File: config.mk
export PLATFORM = sky130hd
export DESIGN_NAME = rsa_sched
export DESIGN_NICKNAME = d
export VERILOG_FILES = /design/src/rtl/rsa_sched.sv
export SDC_FILE = /design/constraint.sdc
export NUM_CORES = 1
export LEC_CHECK = 0
export CAP_MARGIN = 20
export CORE_AREA = 2 2 722 724
export CTS_BUF_LIST = sky130_fd_sc_hd__clkbuf_8
export DETAILED_ROUTE_END_ITERATION = 7
export DIE_AREA = 0 0 724 726
export GPL_TIMING_DRIVEN = 0
export PLACE_DENSITY = 0.3
export SYNTH_ARGS = -nofsm -noshare
export SYNTH_HDL_FRONTEND = slang
export SYNTH_SLANG_ARGS = --single-unit
export TNS_END_PERCENT = 1
File: constraint.sdc
create_clock -name aclk -period 3.3 [get_ports aclk]
set_clock_uncertainty 0.15 [all_clocks]
set_input_delay 0.33 -clock aclk [delete_from_list [all_inputs] [get_ports aclk]]
set_output_delay 0.33 -clock aclk [all_outputs]
set_load 0.05 [all_outputs]
File: src/rtl/rsa_sched.sv
// rsa_sched: round-robin scheduler that feeds one shared RSA core from N_REQ
// requester streams and routes the in-order results back through a tag FIFO.
// The tag FIFO remembers, per issued packet, which requester it came from.
module rsa_sched #(
  parameter int N_REQ     = 4,
  parameter int DATA_W    = 256,
  parameter int TAG_DEPTH = 8
) (
  input  logic                         aclk,
  input  logic                         areset,
  input  logic [N_REQ-1:0]             s_req_tvalid,
  output logic [N_REQ-1:0]             s_req_tready,
  input  logic [N_REQ-1:0]             s_req_tlast,
  input  logic [N_REQ*DATA_W-1:0]      s_req_tdata,
  output logic                         m_core_tvalid,
  input  logic                         m_core_tready,
  output logic                         m_core_tlast,
  output logic [DATA_W-1:0]            m_core_tdata,
  input  logic                         s_core_tvalid,
  output logic                         s_core_tready,
  input  logic                         s_core_tlast,
  input  logic [DATA_W-1:0]            s_core_tdata,
  output logic [N_REQ-1:0]             m_rsp_tvalid,
  input  logic [N_REQ-1:0]             m_rsp_tready,
  output logic [N_REQ-1:0]             m_rsp_tlast,
  output logic [DATA_W-1:0]            m_rsp_tdata,
  output logic [$clog2(TAG_DEPTH):0]   inflight,
  output logic                         busy
);

  localparam int GW = (N_REQ > 1) ? $clog2(N_REQ) : 1;
  localparam int PW = (TAG_DEPTH > 1) ? $clog2(TAG_DEPTH) : 1;
  localparam int CW = $clog2(TAG_DEPTH) + 1;

  localparam logic [GW-1:0] LAST_RST = GW'(N_REQ - 1);
  localparam logic [CW-1:0] CNT_ONE  = CW'(1);
  localparam logic [CW-1:0] CNT_FULL = CW'(TAG_DEPTH);
  localparam logic [PW-1:0] PTR_ONE  = PW'(1);

  typedef enum logic [0:0] {
    ST_IDLE = 1'b0,
    ST_XFER = 1'b1
  } state_t;

  state_t          state_q, state_d;
  logic [GW-1:0]   grant_q, grant_d;
  logic [GW-1:0]   last_grant_q, last_grant_d;
  logic [PW-1:0]   wr_ptr_q, wr_ptr_d;
  logic [PW-1:0]   rd_ptr_q, rd_ptr_d;
  logic [CW-1:0]   cnt_q, cnt_d;
  logic [GW-1:0]   tag_mem_q [TAG_DEPTH];
  logic [GW-1:0]   tag_mem_d [TAG_DEPTH];

  logic            push_s;
  logic            pop_s;
  logic            fifo_full_s;
  logic            fifo_empty_s;
  logic [GW-1:0]   head_s;
  logic            rsp_ready_s;
  logic [GW:0]     pick_s;

  // Round-robin search: first valid requester after 'last', wrapping modulo N_REQ.
  // Returns {found, index}.
  function automatic logic [GW:0] rr_pick(input logic [N_REQ-1:0] vld,
                                          input logic [GW-1:0]    last);
    logic          found;
    logic [GW-1:0] idx;
    int            cand;
    found = 1'b0;
    idx   = {GW{1'b0}};
    for (int i = 1; i <= N_REQ; i++) begin
      cand = int'(last) + i;
      cand = (cand >= N_REQ) ? (cand - N_REQ) : cand;
      if (!found && vld[cand]) begin
        found = 1'b1;
        idx   = GW'(cand);
      end else begin
        found = found;
      end
    end
    return {found, idx};
  endfunction

  assign fifo_full_s  = (cnt_q == CNT_FULL);
  assign fifo_empty_s = (cnt_q == {CW{1'b0}});
  assign head_s       = tag_mem_q[rd_ptr_q];
  assign inflight     = cnt_q;
  assign busy         = (state_q == ST_XFER) || !fifo_empty_s;

  // Result routing: the FIFO head picks the destination; nothing flows while empty.
  always_comb begin
    m_rsp_tvalid = {N_REQ{1'b0}};
    m_rsp_tlast  = {N_REQ{1'b0}};
    m_rsp_tdata  = s_core_tdata;
    rsp_ready_s  = 1'b0;
    if (!fifo_empty_s) begin
      m_rsp_tvalid[head_s] = s_core_tvalid;
      m_rsp_tlast[head_s]  = s_core_tlast;
      rsp_ready_s          = m_rsp_tready[head_s];
    end else begin
      rsp_ready_s          = 1'b0;
    end
    s_core_tready = rsp_ready_s;
    pop_s         = !fifo_empty_s && s_core_tvalid && rsp_ready_s && s_core_tlast;
  end

  // Arbiter FSM: grant in IDLE (one bubble per packet), pass a whole packet in XFER.
  // A pop in the same cycle frees a slot, so a full FIFO can still accept a push then.
  always_comb begin
    state_d       = state_q;
    grant_d       = grant_q;
    last_grant_d  = last_grant_q;
    push_s        = 1'b0;
    s_req_tready  = {N_REQ{1'b0}};
    m_core_tvalid = 1'b0;
    m_core_tlast  = 1'b0;
    m_core_tdata  = {DATA_W{1'b0}};
    pick_s        = rr_pick(s_req_tvalid, last_grant_q);
    case (state_q)
      ST_IDLE: begin
        if (pick_s[GW] && (!fifo_full_s || pop_s)) begin
          grant_d = pick_s[GW-1:0];
          push_s  = 1'b1;
          state_d = ST_XFER;
        end else begin
          state_d = ST_IDLE;
        end
      end
      ST_XFER: begin
        m_core_tvalid         = s_req_tvalid[grant_q];
        m_core_tlast          = s_req_tlast[grant_q];
        m_core_tdata          = s_req_tdata[int'(grant_q)*DATA_W +: DATA_W];
        s_req_tready[grant_q] = m_core_tready;
        if (s_req_tvalid[grant_q] && m_core_tready && s_req_tlast[grant_q]) begin
          last_grant_d = grant_q;
          state_d      = ST_IDLE;
        end else begin
          state_d      = ST_XFER;
        end
      end
      default: begin
        state_d = ST_IDLE;
      end
    endcase
  end

  // Tag FIFO bookkeeping: write the new grant, advance pointers, track occupancy.
  always_comb begin
    tag_mem_d = tag_mem_q;
    wr_ptr_d  = wr_ptr_q;
    rd_ptr_d  = rd_ptr_q;
    if (push_s) begin
      tag_mem_d[wr_ptr_q] = grant_d;
      wr_ptr_d            = wr_ptr_q + PTR_ONE;
    end else begin
      wr_ptr_d            = wr_ptr_q;
    end
    if (pop_s) begin
      rd_ptr_d = rd_ptr_q + PTR_ONE;
    end else begin
      rd_ptr_d = rd_ptr_q;
    end
    case ({push_s, pop_s})
      2'b10:   cnt_d = cnt_q + CNT_ONE;
      2'b01:   cnt_d = cnt_q - CNT_ONE;
      default: cnt_d = cnt_q;
    endcase
  end

  // State registers; reset abandons any grant and every outstanding tag.
  always_ff @(posedge aclk) begin
    if (areset) begin
      state_q      <= ST_IDLE;
      grant_q      <= {GW{1'b0}};
      last_grant_q <= LAST_RST;
      wr_ptr_q     <= {PW{1'b0}};
      rd_ptr_q     <= {PW{1'b0}};
      cnt_q        <= {CW{1'b0}};
      for (int i = 0; i < TAG_DEPTH; i++) begin
        tag_mem_q[i] <= {GW{1'b0}};
      end
    end else begin
      state_q      <= state_d;
      grant_q      <= grant_d;
      last_grant_q <= last_grant_d;
      wr_ptr_q     <= wr_ptr_d;
      rd_ptr_q     <= rd_ptr_d;
      cnt_q        <= cnt_d;
      tag_mem_q    <= tag_mem_d;
    end
  end

endmodule

==> results of run 1 <==
-- cell usage after synthesis (2+ instances only) --
master | count | area share (%)
a211o_1 | 2 | 0.15
a21o_1 | 2 | 0.13
a21oi_1 | 10 | 0.44
and2_1 | 260 | 14
buf_1 | 11 | 0.36
buf_2 | 23 | 1.0
buf_4 | 256 | 17
buf_6 | 2 | 0.20
clkbuf_1 | 59 | 1.9
dfxtp_1 | 31 | 5.4
ha_1 | 5 | 0.54
inv_1 | 5 | 0.16
inv_2 | 3 | 0.098
mux2i_1 | 25 | 2.2
mux4_2 | 261 | 51
nand2_1 | 9 | 0.29
nand2b_1 | 20 | 1.1
nand3_1 | 4 | 0.17
nand3_2 | 2 | 0.17
nand4_1 | 4 | 0.22
nand4b_1 | 4 | 0.31
nor2_1 | 31 | 1.0
nor2b_1 | 2 | 0.11
nor3_1 | 3 | 0.13
o21ai_0 | 2 | 0.087
or2_1 | 2 | 0.11
xnor2_1 | 3 | 0.23
xor2_1 | 4 | 0.31
-- stage by stage --
| stage | instances | worst slack, ns | total power [mW] | hold slack (ns) | cell area (um^2) |
|---|---|---|---|---|---|
| 6_report | 9778 | -0.251 | 9.56 | 0.327 | 37200 |
| 5_1_grt | 9653 | -0.403 | 10.0 | 0.352 | 36900 |
| 4_1_cts | 9601 | -0.283 | 9.85 | 0.334 | 36700 |
| 3_5_place_dp | 9588 | -1.79 | 9.52 | 0.320 | 36300 |
| 3_3_place_gp | 9570 | -4.69 | 9.46 | 0.314 | 35900 |
| 2_1_floorplan | 1056 | 0.00324 | 4.61 | 0.299 | 11500 |
-- report_power, final --
part           switching [mW]  total, mW  internal, mW
sequential             0.0443      0.454         0.410
combinational            5.33       8.80          3.47
clock                   0.149      0.313         0.164
total                    5.52       9.56          4.04
-- metal layers --
layer	vias up	GRT usage, %	wire, um
met5	-	0	1290
met1	9075	15.6	141000
met4	200	2.58	10600
li1	7146	-	-
met3	695	6.86	47100
met2	1899	20.1	153000
-- worst max-delay path by stage --
stage	to	slack (ns)	cells after the start
floorplan	inflight[3]$_SDFFE_PP0P_	0.003	14
global placement	m_core_tdata[190]	-4.69	6
detailed placement	m_core_tdata[151]	-1.79	7
CTS	inflight[3]$_SDFFE_PP0P_	-0.28	16
global route	inflight[3]$_SDFFE_PP0P_	-0.40	17
finish	inflight[3]$_SDFFE_PP0P_	-0.25	16
-- final cells by class --
| class | count | area share, % |
|---|---|---|
| diodes | 175 | 1.18 |
| clock inverters | 1 | 0.0135 |
| multi-input cells | 666 | 23.1 |
| clock buffers | 6 | 0.222 |
| repair buffers | 1599 | 43.2 |
| well taps | 6942 | 23.4 |
| plain buffers | 350 | 7.19 |
| flip-flops and latches | 31 | 1.68 |
| inverters | 8 | 0.0808 |
-- logic make-up after synthesis --
| family | after synthesis | share of synthesized area [%] |
|---|---|---|
| AO/OA/AOI/OAI | 20 | 1.13 |
| adder cells (fa/ha/maj) | 6 | 0.719 |
| buffers and inverters | 359 | 20.5 |
| AND/OR/NAND/NOR | 346 | 18.1 |
| flip-flops | 31 | 5.41 |
| multiplexers | 287 | 53.6 |
| XOR/XNOR | 7 | 0.534 |
-- registers in the layout, indices dropped and copies added (netlist names) --
name,count
rd_ptr_q,3
grant_q,2
tag_mem_q,16
last_grant_q,2
wr_ptr_q,3
state_q,1
inflight,4
-- tightest hold or removal path: cells and delay by family (launching register included) --
kind	cells	cell delay (ns)
flip-flops	1	0.31
multiplexers	1	0.06
AND/OR/NAND/NOR	1	0.06
-- timing repair --
item / 4_1_cts / 5_1_grt
pin swaps: 2 / 2
resized for setup: 591 / 59
endpoints found under the setup margin: 299 / 150
buffers inserted: 10 / 2
cloned: 0 / 0
==> results.sh, run 1 <==
export IMPL_status="finished, violations left"
export IMPL_violations="setup timing"
export IMPL_yosysWarnings=0
export IMPL_routed_wl_mm=353
export IMPL_crit_top_cell="buf_12"
export IMPL_r2r_end="inflight[3]$_SDFFE_PP0P_"
export IMPL_first_iter_violations=1421
export IMPL_layout_commonest_cell="clkdlybuf4s50_1"
export IMPL_synth_seq_cells=31
export IMPL_final_layout_size_suffix_gt1_share_pct=28.3
export IMPL_cp_required_ns=3.36
export IMPL_r2r_start="rd_ptr_q[0]$_SDFFE_PP0P_"
export IMPL_grt_pass1_vias=18000
export IMPL_worstPathCellList="buf_6 > mux2i_1 > mux4_2 > buf_12 > mux2i_4 > buf_12 > o22a_1 > nand2_4 > inv_2 > ha_4 > ha_1 > a21o_1 > a21oi_2 > xnor2_2 > or3_1 > a21oi_1"
export IMPL_grt_max_degree=15
export IMPL_drc_errors=0
export IMPL_synth_edf_count=0
export IMPL_setup_viol=36
export IMPL_min_path_type="flip-flop to flip-flop"
export IMPL_rsz0062_at_grt="yes"
export IMPL_core_um2=519000
export IMPL_cp_arrival_ns=3.62
export IMPL_multi_input_area_um2=8590
export IMPL_critPathLaunch="rd_ptr_q[0]$_SDFFE_PP0P_"
export IMPL_ys_flop_type="dfxtp_1"
export IMPL_p_leak_nw=11.6
export IMPL_report_final_slew_viol_count=0
export IMPL_dp_hpwl_mm=341
export IMPL_cts_tree="yes"
export IMPL_register_area_um2=626
export IMPL_ys_types=39
export IMPL_start_kind="flip-flop"
export IMPL_grt_ovfl_total=0
export IMPL_rows=265
export IMPL_path_clk_slew_ns=0.07
export IMPL_ff2ff_setup_slack_ns=-0.25
export IMPL_grt_first_pass_wirelength_mm=392
export IMPL_cts_sinks=31
export IMPL_vias=19000
export IMPL_port_buffers=1572
export IMPL_setup_slack_ns=-0.251
export IMPL_die_w_um=724
export IMPL_slew_headroom_pct=31.6
export IMPL_path_max_fanout=6
export IMPL_gp_congestion=0.967
export IMPL_synth_seq_area_share_pct=5.41
export IMPL_end_kind="flip-flop"
export IMPL_h_tree_depth=2
export IMPL_setup_tns_ns=-2.41
export IMPL_ant_nets=0
export IMPL_synth_net_count=2359
export IMPL_critPathSlowestCell="mux4_2"
export IMPL_syn_area_um2=11500
export IMPL_fin_util_pct=7.17
export IMPL_postCtsHoldBufs=0
export IMPL_hold_viol=0
export IMPL_clock_path_buffers=2
export IMPL_dieArea_um2=526000
export IMPL_initial_core_util_pct=2.21
export IMPL_worst_slew_pin_slew_ns=1.02
export IMPL_io_pins=1829
export IMPL_min_period_ns=3.55
export IMPL_synthArstFlopShare_pct=0
export IMPL_root_buffer="clkbuf_8"
export IMPL_antenna_found_initial=472
export IMPL_fp_dieH_um=726
export IMPL_wl_per_cell_um=36.1
export IMPL_crit_buf_inv=4
export IMPL_peakVddDrop_uv=153
export IMPL_nets=3964
export IMPL_path_class="flip-flop to flip-flop"
export IMPL_clk_latency_ns=0.28
export IMPL_cpPeakStageDelay_ns=0.51
export IMPL_min_period_over_period_pct=108
export IMPL_p_per_area_nw_per_um2=257
export IMPL_critical_path_top_delay_family="multiplexers"
export IMPL_avgSynthCellArea_um2=10.9
export IMPL_drtPass1Iterations=5
export IMPL_track_usage_pct=12.9
export IMPL_max_freq_ghz=0.282
export IMPL_postSynthCellCount=1056
export IMPL_rr_worst_depth=16
export IMPL_maxCapViolCount=0
export IMPL_whs_path_depth=2
export IMPL_final_cell_mix="clkdlybuf4s50_1, buf_4, mux4_2"
export IMPL_fillCellCount=60900
export IMPL_min_to="tag_mem_q[3]$_SDFFE_PP0P_"
export IMPL_cts_buffers=5
export IMPL_worstHoldStart="tag_mem_q[3]$_SDFFE_PP0P_"
export IMPL_syn2layout_area_growth_pct=224
export IMPL_viasPerCell=1.94
No activity file was read; power rests on OpenSTA's default activity.
==> inputs of run 2 (changes only) <==
Settings changed: CORE_AREA 2 2 722 724 to 2 2 711 713, CTS_CLUSTER_DIAMETER set to 120, DIE_AREA 0 0 724 726 to 0 0 713 715.
Clock period 3.3 ns to 3.5 ns, I/O delays scaled along.
==> results.sh, run 2 (same netlist as run 1, synthesis figures left out) <==
export IMPL_status="finished, violations left"
export IMPL_violations="setup timing"
export IMPL_grt_ovfl_total=0
export IMPL_vias=19900
export IMPL_critPathSlowestCell="dlygate4sd2_1"
export IMPL_report_final_slew_viol_count=0
export IMPL_h_tree_depth=2
export IMPL_r2r_end="inflight[3]$_SDFFE_PP0P_"
export IMPL_worstPathCellList="clkbuf_8 > buf_12 > clkbuf_8 > buf_2 > buf_8 > mux4_2 > and2_1 > dlygate4sd2_1"
export IMPL_regMostFlops="tag_mem_q"
export IMPL_min_period_ns=3.57
export IMPL_cts_tree="yes"
export IMPL_path_class="flip-flop to primary output"
export IMPL_io_pins=1829
export IMPL_crit_top_cell="clkbuf_8"
export IMPL_cts_buffers=5
export IMPL_root_buffer="clkbuf_8"
export IMPL_min_period_over_period_pct=102
export IMPL_worstHoldStart="tag_mem_q[2]$_SDFFE_PP0P_"
export IMPL_dieArea_um2=510000
export IMPL_p_per_area_nw_per_um2=235
export IMPL_dp_hpwl_mm=342
export IMPL_place_ws_ns=-1.64
export IMPL_die_w_um=713
export IMPL_power_mw=8.61
export IMPL_hold_viol=0
export IMPL_grt_first_pass_wirelength_mm=395
export IMPL_drtPass1Iterations=6
export IMPL_maxCapViolCount=0
export IMPL_slew_headroom_pct=27.9
export IMPL_fp_dieH_um=715
export IMPL_gp_congestion=1.13
export IMPL_ff2ff_setup_slack_ns=0.06
export IMPL_cp_required_ns=3.00
export IMPL_fin_util_pct=7.30
export IMPL_start_kind="flip-flop"
export IMPL_path_clk_slew_ns=0.07
export IMPL_grt_max_degree=15
export IMPL_rsz0062_at_grt="yes"
export IMPL_min_path_type="flip-flop to flip-flop"
export IMPL_initial_core_util_pct=2.28
export IMPL_final_layout_size_suffix_gt1_share_pct=24.4
export IMPL_final_cell_mix="clkdlybuf4s50_1, buf_4, mux4_2"
export IMPL_end_kind="primary output"
export IMPL_peakVddDrop_uv=169
export IMPL_core_um2=503000
export IMPL_track_usage_pct=13.4
export IMPL_postCtsHoldBufs=0
export IMPL_cp_arrival_ns=3.07
export IMPL_critical_path_top_delay_family="buffers and inverters"
export IMPL_rr_worst_depth=14
export IMPL_routed_wl_mm=357
export IMPL_largest_reg_flops=16
export IMPL_path_max_fanout=10
export IMPL_min_to="tag_mem_q[2]$_SDFFE_PP0P_"
export IMPL_viasPerCell=2.09
export IMPL_ant_nets=0
export IMPL_rows=261
export IMPL_clk_latency_ns=0.28
export IMPL_max_freq_ghz=0.280
export IMPL_nets=3962
export IMPL_cpPeakStageDelay_ns=0.85
export IMPL_layout_commonest_cell="clkdlybuf4s50_1"
export IMPL_clock_path_buffers=2
export IMPL_first_iter_violations=1631
export IMPL_grt_pass1_vias=18100
export IMPL_whs_path_depth=2
export IMPL_syn2layout_area_growth_pct=220
export IMPL_worst_slew_pin_slew_ns=1.09
export IMPL_setup_slack_ns=-0.0707
export IMPL_drc_errors=0
export IMPL_r2r_start="rd_ptr_q[0]$_SDFFE_PP0P_"
export IMPL_antenna_found_initial=547
export IMPL_crit_buf_inv=6
export IMPL_port_buffers=1572
export IMPL_wl_per_cell_um=37.4
export IMPL_cts_sinks=31
export IMPL_p_leak_nw=11.6
export IMPL_setup_viol=3
[run 2: through the flow]
step | instances | hold slack, ns | TNS, ns | instance area [um^2]
after floorplan | 1056 | 0.299 | 0 | 11500
after global placement | 9334 | 0.312 | -827.70 | 35600
after detailed placement | 9348 | 0.321 | -221.95 | 35900
after CTS | 9360 | 0.336 | -1.81 | 36100
after global routing | 9463 | 0.347 | -0.892 | 36500
final | 9558 | 0.330 | -0.0721 | 36700
[run 2: how the worst max path moves through the flow]
stage	start	slack (ns)	to	cells after the start
2_1_floorplan	rd_ptr_q[0]$_SDFFE_PP0P_	0.12	inflight[3]$_SDFFE_PP0P_	15
3_3_place_gp	grant_q[1]$_SDFF_PP0_	-4.62	m_core_tdata[252]	6
3_5_place_dp	grant_q[0]$_SDFF_PP0_	-1.64	m_core_tdata[179]	6
4_1_cts	grant_q[0]$_SDFF_PP0_	-0.14	m_core_tdata[46]	5
5_1_grt	grant_q[1]$_SDFF_PP0_	-0.11	m_core_tdata[63]	8
6_report	grant_q[1]$_SDFF_PP0_	-0.07	m_core_tdata[63]	8
[run 2: report_power, final]
group / switching, mW / total (mW) / internal [mW]
sequential: 0.0419 / 0.427 / 0.385
clock: 0.139 / 0.273 / 0.134
combinational: 4.72 / 7.91 / 3.18
[run 2: tightest hold or removal path: stages (launching register included)]
cell and delay [ns]:
dfxtp_1 0.31, nand2b_1 0.06, mux2i_1 0.06
[run 2: area by class of cell]
cell class                 instances  area (um^2)
antenna                          192          480
buffer                           349         2590
tap                             6706         8390
inverter                           8         30.0
clock inverter                     3         12.5
fill                           59000       466000
clock buffer                       5         68.8
timing repair buffer            1598        15900
multi-input combinational        666         8580
sequential                        31          629
[run 2: metal layers]
metal,vias up,GRT usage (%),share of wire (%)
met4,262,4.40,4.4
met5,-,0.434,0.50
met2,2129,21.3,44
li1,7148,-,-
met3,939,8.35,14
met1,9468,14.4,37
[run 2: what timing repair did]
item,in CTS,in global routing
hold endpoints to repair,0,0
resized for setup,359,12
pin swaps,2,7
endpoints found under the setup margin,284,36
setup buffers,5,8
cloned,1,0
==> inputs of run 3 (changes only) <==
Settings changed: HOLD_SLACK_MARGIN set to 0.08, PLACE_DENSITY 0.3 to unset.
==> results.sh, run 3 (same netlist as run 1, synthesis figures left out) <==
export IMPL_die_w_um=713
export IMPL_topRoutingLayerUsed="met5"
export IMPL_setup_viol=62
export IMPL_initial_core_util_pct=2.28
export IMPL_slew_headroom_pct=27.0
export IMPL_drt_met1_wl_mm=137
export IMPL_fin_util_pct=7.41
export IMPL_grt_first_pass_wirelength_mm=464
export IMPL_wl_per_cell_um=44.4
export IMPL_worst_slew_pin_slew_ns=1.10
export IMPL_hold_viol=0
export IMPL_status="finished, violations left"
export IMPL_core_um2=503000
export IMPL_worstHoldStart="tag_mem_q[4]$_SDFFE_PP0P_"
export IMPL_grt_max_degree=11
export IMPL_setup_slack_ns=-0.126
export IMPL_report_final_slew_viol_count=0
export IMPL_grt_ovfl_total=0
export IMPL_rr_worst_depth=15
export IMPL_ff2ff_setup_slack_ns=-0.02
export IMPL_dp_hpwl_mm=412
export IMPL_end_kind="primary output"
export IMPL_final_cell_mix="clkdlybuf4s50_1, buf_4, mux4_2"
export IMPL_routed_wl_mm=427
export IMPL_max_freq_ghz=0.276
export IMPL_path_max_fanout=10
export IMPL_r2r_start="rd_ptr_q[0]$_SDFFE_PP0P_"
export IMPL_clock_path_buffers=2
export IMPL_regMostFlops="tag_mem_q"
export IMPL_placedCellCount=9373
export IMPL_postCtsHoldBufs=0
export IMPL_layout_commonest_cell="clkdlybuf4s50_1"
export IMPL_largest_reg_flops=16
export IMPL_min_to="tag_mem_q[4]$_SDFFE_PP0P_"
export IMPL_port_buffers=1572
export IMPL_track_usage_pct=16.0
export IMPL_rsz0062_at_grt="yes"
export IMPL_whs_path_depth=2
export IMPL_cts_buffers=5
export IMPL_cts_tree="yes"
export IMPL_viasPerCell=2.09
export IMPL_min_path_type="flip-flop to flip-flop"
export IMPL_maxCapViolCount=0
export IMPL_root_buffer="clkbuf_8"
export IMPL_p_per_area_nw_per_um2=241
export IMPL_place_ws_ns=-1.66
export IMPL_dieArea_um2=510000
export IMPL_drtPass1Iterations=5
export IMPL_syn2layout_area_growth_pct=225
export IMPL_vias=20100
export IMPL_holdWs_ns=0.330
export IMPL_h_tree_depth=2
export IMPL_violations="setup timing"
export IMPL_peakVddDrop_uv=304
export IMPL_wl_met2_mm=201
export IMPL_dr_wl_met3_mm=69.5
export IMPL_antenna_found_initial=612
export IMPL_grt_pass1_vias=17700
export IMPL_ant_nets=0
export IMPL_cp_required_ns=3.00
export IMPL_instances_no_fill=9612
export IMPL_cp_arrival_ns=3.13
export IMPL_p_leak_nw=11.7
export IMPL_path_clk_slew_ns=0.07
export IMPL_gp_congestion=1.23
export IMPL_clk_latency_ns=0.29
export IMPL_start_kind="flip-flop"
export IMPL_io_pins=1829
export IMPL_fp_dieH_um=715
export IMPL_cts_sinks=31
export IMPL_rows=261
export IMPL_setup_tns_ns=-3.11
export IMPL_min_period_over_period_pct=104
export IMPL_nets=3975
export IMPL_min_period_ns=3.63
export IMPL_drc_errors=0
export IMPL_r2r_end="inflight[3]$_SDFFE_PP0P_"
export IMPL_final_layout_size_suffix_gt1_share_pct=27.0
export IMPL_first_iter_violations=1396
export IMPL_path_class="flip-flop to primary output"
## run 3: cell count changes in the layout (fill, tap and decap cells not counted), moves of 8 or more
| cell | delta |
|---|---|
| clkbuf_2 | +14 |
| buf_16 | +21 |
| buf_8 | +8 |
| diode_2 | +42 |
| clkdlybuf4s50_1 | -9 |
| clkdlybuf4s15_2 | +16 |
| buf_4 | -13 |
| buf_2 | +21 |
| dlygate4sd2_1 | -51 |
## run 3: how the worst max path moves through the flow
stage                                  start                        to  cells past startpoint
CTS                    grant_q[1]$_SDFF_PP0_         m_core_tdata[172]                      8
global placement       grant_q[1]$_SDFF_PP0_           s_req_tready[2]                      6
finish                 grant_q[0]$_SDFF_PP0_         m_core_tdata[253]                      5
global route              state_q$_SDFF_PP0_         m_core_tdata[206]                      7
detailed placement     grant_q[0]$_SDFF_PP0_         m_core_tdata[158]                      7
floorplan           rd_ptr_q[0]$_SDFFE_PP0P_  inflight[3]$_SDFFE_PP0P_                     15
## run 3: what timing repair did
item,CTS,global route
resized for setup,392,67
pin swaps,4,1
buffers inserted,0,11
hold endpoints to repair,0,0
setup endpoints to repair,264,129
cloned,0,0
## run 3: routing by layer
| layer | up-vias | global-route usage (%) |
|---|---|---|
| li1 | 7214 | - |
| met1 | 9130 | 15.2 |
| met2 | 2271 | 27.5 |
| met3 | 1210 | 11.8 |
| met4 | 286 | 4.05 |
| met5 | - | 0.415 |
## run 3: critical path, cell delays in order, from the launching register on
cell and delay (ns):
dfxtp_4 0.45, clkbuf_16 0.21, buf_2 0.64, mux4_2 0.59
and2_1 0.17, clkdlybuf4s50_1 0.70
## run 3: area by class of cell
type	count	area, um^2
Inverter	8	30.0
Tap cell	6706	8390
Timing Repair Buffer	1609	16300
Multi-Input combinational cell	666	8540
Buffer	351	2670
Clock inverter	1	5.00
Fill cell	58700	466000
Sequential cell	31	626
Antenna cell	234	586
Clock buffer	6	82.6
## run 3: report_power, final
part | internal [mW] | switching [mW] | total (mW)
clock network | 0.154 | 0.136 | 0.290
logic | 3.34 | 4.91 | 8.26
registers | 0.385 | 0.0480 | 0.433
## run 3: per-stage QoR
step | instance area, um^2 | power (mW)
final | 37300 | 8.98
after global routing | 36900 | 9.38
after CTS | 36600 | 9.11
after detailed placement | 36500 | 8.90
after global placement | 35600 | 8.63
after floorplan | 11500 | 4.35
